### src/rtl/effects_controller.sv
// rtl/effects_controller.sv - per-sample sequencer for the two-stage effects pipeline
module effects_controller #(
  parameter int PIPE_LATENCY = 2,
  parameter int GAIN_STEP    = 4,
  parameter int GAIN_INIT    = 64
) (
  input  logic        clk,
  input  logic        rst,
  input  logic        sample_valid,
  input  logic [15:0] sample_in,
  input  logic [10:0] gain_target,
  input  logic        gain_load,
  input  logic        bypass_req,
  input  logic [15:0] pipe_out,
  output logic [15:0] pipe_sample,
  output logic        pipe_en,
  output logic [10:0] gain_value,
  output logic [15:0] out_sample,
  output logic        out_valid,
  output logic        busy,
  output logic        overrun
);

  localparam logic [1:0] S_IDLE   = 2'd0;
  localparam logic [1:0] S_LAUNCH = 2'd1;
  localparam logic [1:0] S_WAIT   = 2'd2;
  localparam logic [1:0] S_EMIT   = 2'd3;

  localparam logic [10:0] STEP      = 11'(GAIN_STEP);
  localparam logic [10:0] GAIN_RST  = 11'(GAIN_INIT);
  localparam logic [3:0]  LAT_START = 4'(PIPE_LATENCY - 1);

  logic [1:0]  state;
  logic [3:0]  lat_cnt;
  logic [10:0] gain_tgt;
  logic [15:0] dry;
  logic        bypass_active;
  logic [10:0] next_gain;

  // One slew step toward the target, clamped so it lands exactly on the target
  always_comb begin
    next_gain = gain_value;
    if (gain_tgt > gain_value) begin
      if ((gain_tgt - gain_value) > STEP) next_gain = gain_value + STEP;
      else                                next_gain = gain_tgt;
    end else if (gain_tgt < gain_value) begin
      if ((gain_value - gain_tgt) > STEP) next_gain = gain_value - STEP;
      else                                next_gain = gain_tgt;
    end
  end

  assign pipe_en = (state == S_LAUNCH);
  assign busy    = (state != S_IDLE);

  // Host gain target capture; independent of the sample sequence
  always_ff @(posedge clk or posedge rst) begin
    if (rst)            gain_tgt <= GAIN_RST;
    else if (gain_load) gain_tgt <= gain_target;
  end

  // Overrun flag latches any strobe that arrives while a sample is in flight
  always_ff @(posedge clk or posedge rst) begin
    if (rst)                          overrun <= 1'b0;
    else if (sample_valid && busy)    overrun <= 1'b1;
  end

  // Sample sequencer: capture, launch, wait out pipeline latency, emit
  always_ff @(posedge clk or posedge rst) begin
    if (rst) begin
      state         <= S_IDLE;
      lat_cnt       <= 4'd0;
      pipe_sample   <= 16'd0;
      dry           <= 16'd0;
      bypass_active <= 1'b0;
      gain_value    <= GAIN_RST;
      out_sample    <= 16'd0;
      out_valid     <= 1'b0;
    end else begin
      out_valid <= 1'b0;
      case (state)
        S_IDLE: begin
          if (sample_valid) begin
            pipe_sample   <= sample_in;
            dry           <= sample_in;
            bypass_active <= bypass_req;
            gain_value    <= next_gain;
            state         <= S_LAUNCH;
          end
        end
        S_LAUNCH: begin
          lat_cnt <= LAT_START;
          state   <= (PIPE_LATENCY == 1) ? S_EMIT : S_WAIT;
        end
        S_WAIT: begin
          lat_cnt <= lat_cnt - 4'd1;
          if (lat_cnt == 4'd1) state <= S_EMIT;
        end
        S_EMIT: begin
          out_sample <= bypass_active ? dry : pipe_out;
          out_valid  <= 1'b1;
          state      <= S_IDLE;
        end
        default: state <= S_IDLE;
      endcase
    end
  end

endmodule

### config.mk
export PLATFORM = sky130hd
export DESIGN_NAME = effects_controller
export DESIGN_NICKNAME = d
export VERILOG_FILES = /design/src/rtl/effects_controller.sv
export SDC_FILE = /design/constraint.sdc
export NUM_CORES = 1
export LEC_CHECK = 0
export CORE_MARGIN = 10
export CORE_UTILIZATION = 30
export DETAILED_ROUTE_END_ITERATION = 6
export HOLD_SLACK_MARGIN = 0.05
export PLACE_DENSITY = 0.49
export REMOVE_ABC_BUFFERS = 1
export SYNTH_ARGS = -nofsm -noshare
export SYNTH_HDL_FRONTEND = slang
export SYNTH_SLANG_ARGS = --single-unit
### constraint.sdc
create_clock -name clk -period 3.4 [get_ports clk]
set_input_delay 0.68 -clock clk [delete_from_list [all_inputs] [get_ports clk]]
set_output_delay 0.68 -clock clk [all_outputs]
set_load 0.01 [all_outputs]
# Word-level counts from Yosys, hierarchy flattened
# Cells that the tools add are included.
op_classes:
  n_eq_ne: 6
  n_lt_le_gt_ge: 4
  add_sub_neg: 5
  n_reduce_logical: 8
  mux: 10
ops:
  columns: ["cell", "n"]
  rows:
  - ["$mux 11", 4]
  - ["$gt 11x3->1 const B", 2]
  - ["$sub 11x11->11", 2]
  - ["$mux 16", 1]
  - ["$add 11x3->11 const B", 1]
  - ["$gt 11x11->1", 1]
  - ["$lt 11x11->1", 1]
  - ["$sub 11x3->11 const B", 1]
  - ["$pmux 2 s4", 1]
  - ["$pmux 4 s2", 1]
  - ["$reduce_bool 2->1", 3]
  - ["$eq 2x2->1 const B", 2]
  - ["$eq 4x1->1 const B", 1]
  - ["$mux 2", 2]
  - ["$ne 2x2->1 const B", 2]
  - ["$reduce_and 2->1", 2]
  - ["$sub 4x1->4 const B", 1]
  - ["$reduce_and 3->1", 1]
  - ["$eq 2x1->1 const B", 1]
  - ["$logic_not 2->1", 1]
  - ["$logic_and 1x1->1", 1]
  - ["$mux 1", 1]
totals:
  reg_bits: 63
  output_inout_bits: 47

# Depth between registers and ports, before layout
# Gate-level depths: netlist (run 1).
depth:
  depth_word: 5
  ltp_mapped: 13

# Worst setup path after synthesis (run 1)
# No wires, ideal clock.
synth_path:
  path_kind: "register -> register"
  start: "register gain_value[4]"
  end: "register gain_value[10]"
  slack_ps: 542
  t_arrival_ps: 2757
  setup_time_ps: 101
  synth_period_minus_slack_ps: 2858
  path_stages_with_launch: 13
  path_cell_list: "dfrtp_1 buf_2 inv_1 ha_1 a211oi_2 nor3b_1 a311o_1 mux2i_1 nor3_2 and2_1 buf_4 nor3_1 o32ai_1"
synth_between:
  elab_chain_len: 5
  elab_cells_between_ends: 14
  classes_between: "4 x add/sub; 4 x order compare; 4 x mux; 2 x reduce/logical"
synth_rtl:
  columns: ["item", "line", "source"]
  rows:
  - ["start, declared", "17", "output logic [10:0] gain_value,"]
  - ["start signal, assigned", "86", "gain_value <= next_gain;"]
  - ["$sub 11x11->11", "47", "if ((gain_value - gain_tgt) > STEP) next_gain = gain_value - STEP;"]
  - ["$gt 11x3->1", "47", null]
  - ["$mux 11", "47", null]
  - ["$mux 11", "46", "end else if (gain_tgt < gain_value) begin"]
  - ["$mux 11", "43", "if (gain_tgt > gain_value) begin"]
# Parallel ways exist; a longest one is shown, timed or not. The select of a mux whose other input is x is not followed.
# A chain may end at the register's enable or synchronous reset.

# Worst setup path after layout (run 1)
layout_path:
  start: "register gain_value[3]"
  end: "register gain_value[4]"
# The elaborated chain is that of the path after synthesis.

==> results_dict.tcl, run 1 <==
set metrics [dict create \
    holdCritPathClass "flop to flop" \
    worstSkewPairLatency_ns 0.32 \
    path_clk_slew_ns 0.05 \
    placement.io_buffers 94 \
    timing_limited_maximum_frequency_mhz 322 \
    slowest_stage "sky130_fd_sc_hd__or3_1" \
    rows 43 \
    syn-instance-count 454 \
    cellPowerDensity_mw_per_mm2 937 \
    outcome "complete, no violations" \
    final_antenna_net_count 0 \
    drt_iter0_drc 206 \
    crit_top_cell "sky130_fd_sc_hd__o221ai_1" \
    finalNetCount 632 \
    drt-pass1-iter-count 4 \
    dpl.hpwl_mm 9.62 \
    num_io_pins 95 \
    path_class "flop to flop" \
    finalMaxSlewViolations 0 \
    grt_setup_unrepaired "false" \
    drcViolationCount 0 \
    critPathCaptureType "flop" \
    cts_bufs_inserted 9 \
    post_synth_num_cell_types 63 \
    finalCritPeriodShare_pct 91.4 \
    cts_tree "done" \
    highest_count_cells_in_the_layout_ignoring_fill_and_taps "94 x sky130_fd_sc_hd__clkdlybuf4s50_1, 61 x sky130_fd_sc_hd__dfrtp_1, 40 x sky130_fd_sc_hd__inv_1, 39 x sky130_fd_sc_hd__a21oi_1, 37 x sky130_fd_sc_hd__nor2_1" \
    crit_chain "inv_1, ha_1, nand3_1, o221ai_1, mux2i_1, o2111ai_1, or3_1, a31oi_1, o221ai_1" \
    async_flop_share_pct 100 \
    r2r-end "gain_value[4]$_DFFE_PP0P_" \
    worstRegToRegCells 9 \
    synthDominantCellAreaShare_pct 36.3 \
    cts.path.max_buffers 2 \
    synth_area_sq_mm 0.00420 \
    globalRoute.totalOverflow 0 \
    min-delay-start "overrun$_DFFE_PP0P_" \
    cts_max_level 3 \
    grt_antenna_before_repair 0 \
    setup_viol_count_final 0 \
    totalNegativeSetupSlack_ns 0 \
    post-route-cell-area_sq_mm 0.00569 \
    die_h_um 138 \
    maxSlewHeadroom_pct 25.6 \
    ys.flop_type "sky130_fd_sc_hd__dfrtp_1" \
    biggest_area_contributors_in_the_synthesized_netlist "sky130_fd_sc_hd__dfrtp_1 36%, sky130_fd_sc_hd__ha_1 8.6%, sky130_fd_sc_hd__mux2i_1 5.2%" \
    detailed_place.area_sq_mm 0.00537 \
    hold_viol_final 0 \
    hold_path_end "overrun$_DFFE_PP0P_" \
    commonest_non_fill_non_tap_cell_in_the_layout "sky130_fd_sc_hd__clkdlybuf4s50_1" \
    area_of_the_core_sq_mm 0.0138 \
    synth_sequential_area_ratio_pct 37.6 \
    vias_per_cell 5.00 \
    routed-via-count 3695 \
    cts_hold_repair.buffers 0 \
    setup.worst_path.start_class "flop" \
    required_ns 3.58 \
    area_growth_pct 35.4 \
    tightest_slew_ns 1.12 \
    n_fill_cell 1360 \
    finClkSkew_ns 0.00577 \
    critPathArrivalTime_ns 3.29 \
    synth.ff_latch_count 63 \
    numClockSinks 63 \
    worstPathMaxFanout 11 \
    routabilityCongestion 0.912 \
    timing.critical_path.slowest_cell_delay_ns 0.53 \
    final_layout_size_suffix_gt1_share_pct 13.8 \
    ir_drop_v 0.000395 \
    gr-usage-all-layers_pct 12.7 \
    grt_first_pass_wirelength_mm 20.3 \
    syn_area_per_cell_sq_um 9.26 \
    timing.max_cap.violations 0 \
    synth.yosys.warnings 0 \
    p_leak_nw 2.40 \
    clk_root_buffer_cell "sky130_fd_sc_hd__clkbuf_16" \
    dieArea_sq_mm 0.0191 \
    initial_core_util_pct 30.4 \
    antenna-diode-count 0 \
    grt_start_max_net_pins 64 \
    ff2ff_setup_slack_ns 0.29 \
    synth_enable_flop_cells 0 \
    drt-wirelength-per-cell_um 16.9 \
    die_width_um 138 \
    number_of_global_route_vias_before_repair 3804 \
    drt-total-wl_mm 12.5 \
    r2r_start "gain_value[3]$_DFFE_PP0P_" \
    min_delay_path_depth 1 \
    synth.largest_area_cell "sky130_fd_sc_hd__dfrtp_1" \
    fin_crit_ns 3.11 \
]
[synth_stat cells, drive strengths merged (4+ instances only)]
library cell,instances
nor3,12
nor2,38
buf,11
nand2b,4
nor2b,4
o21ai,35
nand2,26
nand3,14
nor4,4
a211oi,8
ha,29
dfrtp,61
a21oi,43
inv,41
o221ai,4
mux2,18
a21o,4
xnor2,12
clkbuf,11
a31oi,5
mux2i,22
[worst max-delay path by stage]
stage	start	to	cells past startpoint	slack, ns
detailed placement	gain_value[6]$_DFFE_PP1P_	gain_value[5]$_DFFE_PP0P_	10	0.15
global placement	gain_value[2]$_DFFE_PP0P_	gain_value[5]$_DFFE_PP0P_	10	0.26
finish	gain_value[3]$_DFFE_PP0P_	gain_value[4]$_DFFE_PP0P_	9	0.29
CTS	gain_value[6]$_DFFE_PP1P_	gain_value[5]$_DFFE_PP0P_	10	0.13
floorplan	gain_value[4]$_DFFE_PP0P_	gain_value[10]$_DFFE_PP0P_	10	0.46
global route	gain_value[3]$_DFFE_PP0P_	gain_value[6]$_DFFE_PP1P_	9	0.04
[sequential cells by signal (all words and copies together), names as in the netlist]
name           count
dry               16
out_sample        16
gain_tgt          11
gain_value        11
lat_cnt            4
state              2
bypass_active      1
out_valid          1
overrun            1
[per-stage QoR]
step,total power [mW],hold WS [ns],instances,util [%],setup WS [ns]
after floorplan,3.20,0.482,432,-,0.456
final,5.33,0.462,739,41.2,0.293
after global placement,4.43,0.441,720,38.8,0.257
after CTS,5.31,0.465,736,40.7,0.129
after global routing,5.77,0.486,739,41.2,0.0417
after detailed placement,4.45,0.447,720,38.8,0.153
[timing repair]
item | in CTS | in global routing
setup endpoints to repair | 0 | 8
buffers inserted | 0 | 3
gates resized for setup | 0 | 5
[cell type report]
type / count / area (sq um) / share of cell area (%)
repair buffers: 111 / 1080 / 19.0
multi-input cells: 328 / 2390 / 41.9
clock inverters: 7 / 40.0 / 0.704
clock buffers: 9 / 225 / 3.96
flip-flops and latches: 63 / 1580 / 27.7
inverters: 41 / 154 / 2.70
well taps: 180 / 225 / 3.96
[routing by layer]
metal	wire length [um]	global-route usage (%)	up-vias
met2	5970	20.7	100
met4	131	3.77	0
met1	5310	14.4	1772
met5	0	0	-
li1	-	-	1815
met3	1110	6.13	8
[logic make-up (layout without fill, tap and decap cells)]
logic type,Yosys count,count (layout),synth area share (%)
AO/OA/AOI/OAI,127,127,20.5
AND/OR/NAND/NOR,119,119,13.8
flip-flops,63,63,37.6
buffers and inverters,63,168,6.46
multiplexers,40,40,10.1
adder cells (fa/ha/maj),30,30,9.11
XOR/XNOR,12,12,2.50
[critical path: cells and delay by family, from the launching register on]
family | cells | cell delay [ns]
buffers and inverters | 1 | 0.14
flip-flops | 1 | 0.46
adder cells (fa/ha/maj) | 1 | 0.51
AND/OR/NAND/NOR | 2 | 0.73
multiplexers | 1 | 0.22
AO/OA/AOI/OAI | 4 | 0.91
[power by group]
| part | internal (mW) | total (mW) | switching (mW) |
|---|---|---|---|
| clock network | 0.486 | 0.818 | 0.332 |
| registers | 1.06 | 1.32 | 0.265 |
| logic | 1.51 | 3.19 | 1.67 |
No activity file was read; power rests on OpenSTA's default activity.
==> inputs of run 2 (changes only) <==
Settings changed: CAP_MARGIN set to 20.
==> run 2 against run 1 <==
  * Power increased by 5.6%
  * Hold slack is essentially flat
  * Combinational power hardly changed
  * Clock power rose by 32%
  * Core utilization is 0.75 points higher
  * Largest cell class unchanged
  * Critical endpoint unchanged
  * Sequential power about the same
==> results_dict.tcl, run 2 (synthesis gave the netlist of run 1 again) <==
set metrics [dict create \
    finalCoreUtilization_pct 41.9 \
    largestRegisters "dry (16), out_sample (16)" \
    drt_iter0_drc 234 \
    initial_core_util_pct 30.4 \
    cts_bufs_inserted 9 \
    gr-usage-all-layers_pct 12.9 \
    r2r_start "gain_value[6]$_DFFE_PP1P_" \
    number_of_global_route_vias_before_repair 3775 \
    setup_viol_count_final 0 \
    cts_tree "done" \
    globalRoute.totalOverflow 0 \
    crit_start "gain_value[6]$_DFFE_PP1P_" \
    post-route-cell-area_sq_mm 0.00579 \
    drt-pass1-iter-count 4 \
    critPathArrivalTime_ns 3.38 \
    area_growth_pct 37.9 \
    worstPathMaxFanout 12 \
    final_antenna_net_count 0 \
    setup.worst_path.start_class "flop" \
    dpl.hpwl_mm 9.69 \
    grt_setup_unrepaired "false" \
    finClkSkew_ns 0.00416 \
    finalCritPeriodShare_pct 93.9 \
    numClockSinks 63 \
    routed-via-count 3688 \
    area_of_the_core_sq_mm 0.0138 \
    clk_root_buffer_cell "sky130_fd_sc_hd__clkbuf_16" \
    dieArea_sq_mm 0.0191 \
    cellPowerDensity_mw_per_mm2 971 \
    final_layout_size_suffix_gt1_share_pct 13.8 \
    highest_count_cells_in_the_layout_ignoring_fill_and_taps "94 x sky130_fd_sc_hd__clkdlybuf4s50_1, 61 x sky130_fd_sc_hd__dfrtp_1, 40 x sky130_fd_sc_hd__inv_1, 39 x sky130_fd_sc_hd__a21oi_1, 37 x sky130_fd_sc_hd__nor2_1" \
    tightest_slew_ns 0.946 \
    timing_limited_maximum_frequency_mhz 313 \
    crit_chain "inv_1, ha_1, o21ai_0, a32o_1, nor4_1, o2111ai_1, or3_1, a31oi_1, o221ai_1" \
    path_class "flop to flop" \
    drt-total-wl_mm 12.9 \
    rows 43 \
    p_leak_nw 2.45 \
    placement.io_buffers 94 \
    min-delay-start "overrun$_DFFE_PP0P_" \
    num_io_pins 95 \
    timing.max_cap.violations 0 \
    timing.critical_path.slowest_cell_delay_ns 0.56 \
    finalNetCount 632 \
    antenna-diode-count 0 \
    grt_antenna_before_repair 0 \
    die_h_um 138 \
    required_ns 3.59 \
    outcome "complete, no violations" \
    ir_drop_v 0.000459 \
    die_width_um 138 \
    maxSlewHeadroom_pct 36.9 \
    grt_first_pass_wirelength_mm 20.6 \
    worstSkewPairLatency_ns 0.32 \
    cts_max_level 3 \
    fin_crit_ns 3.19 \
    cts.path.max_buffers 2 \
    drt-wirelength-per-cell_um 17.4 \
    hold_viol_final 0 \
    path_clk_slew_ns 0.06 \
    finalMaxSlewViolations 0 \
    commonest_non_fill_non_tap_cell_in_the_layout "sky130_fd_sc_hd__clkdlybuf4s50_1" \
    holdCritPathClass "flop to flop" \
    totalNegativeSetupSlack_ns 0 \
    drcViolationCount 0 \
    slowest_stage "sky130_fd_sc_hd__dfstp_2" \
    vias_per_cell 4.99 \
    cts_hold_repair.buffers 0 \
    detailed_place.area_sq_mm 0.00540 \
    routabilityCongestion 0.912 \
    grt_start_max_net_pins 64 \
    critPathCaptureType "flop" \
]
-- run 2: cell types whose count changed in the layout (fill, tap and decap cells not counted), sizes merged --
cell	change
clkinvlp	-1
clkinv	-3
bufinv	+3
clkbuf	+1
-- run 2: area by class of cell --
cell class	count	area [sq um]
Multi-Input combinational cell	328	2390
Tap cell	180	225
Clock buffer	10	239
Inverter	41	154
Sequential cell	63	1580
Clock inverter	6	108
Timing Repair Buffer	111	1100
Fill cell	1328	8030
-- run 2: critical path, delay by kind of cell, from the launching register on --
kind	cells	cell delay, ns
AO/OA/AOI/OAI	5	1.10
AND/OR/NAND/NOR	2	0.75
flip-flops	1	0.56
adder cells (fa/ha/maj)	1	0.52
buffers and inverters	1	0.12
-- run 2: report_power, final --
part           internal (mW)  leakage (nW)  total, mW  switching, mW
Combinational           1.53          1.55       3.22           1.69
Clock                  0.733         0.168       1.08          0.346
Sequential              1.06         0.728       1.33          0.273
Total                   3.32          2.45       5.63           2.31
-- run 2: metrics by stage --
step	setup WS (ns)	hold slack, ns	cells	power, mW
floorplan	0.456	0.482	432	3.20
global placement	0.257	0.441	720	4.43
detailed placement	0.145	0.451	721	4.48
CTS	0.110	0.470	737	5.60
global route	0.0154	0.494	739	6.05
finish	0.208	0.462	739	5.63
-- run 2: final timing paths --
path	to	slack, ns	cells after the start
setup reg to reg	gain_value[4]$_DFFE_PP0P_	0.21	9
hold reg to reg	overrun$_DFFE_PP0P_	0.46	1
min in group asynchronous	gain_tgt[2]$_DFFE_PP0P_	0.74	3
max in group asynchronous	gain_tgt[6]$_DFFE_PP1P_	2.33	3
hold / removal	overrun$_DFFE_PP0P_	0.46	1
setup / recovery	gain_value[4]$_DFFE_PP0P_	0.21	9
-- run 2: per-layer routing --
metal	part of all wire, %	global-route usage [%]	wire [um]
met3	9.2	6.03	1180
met1	43	15.1	5480
met5	0	0	0
met4	1.1	3.33	137
met2	47	20.9	6060
-- run 2: timing repair --
action,in CTS,in global routing
gates resized for setup,0,5
endpoints found under the setup margin,0,5
buffers inserted,0,2
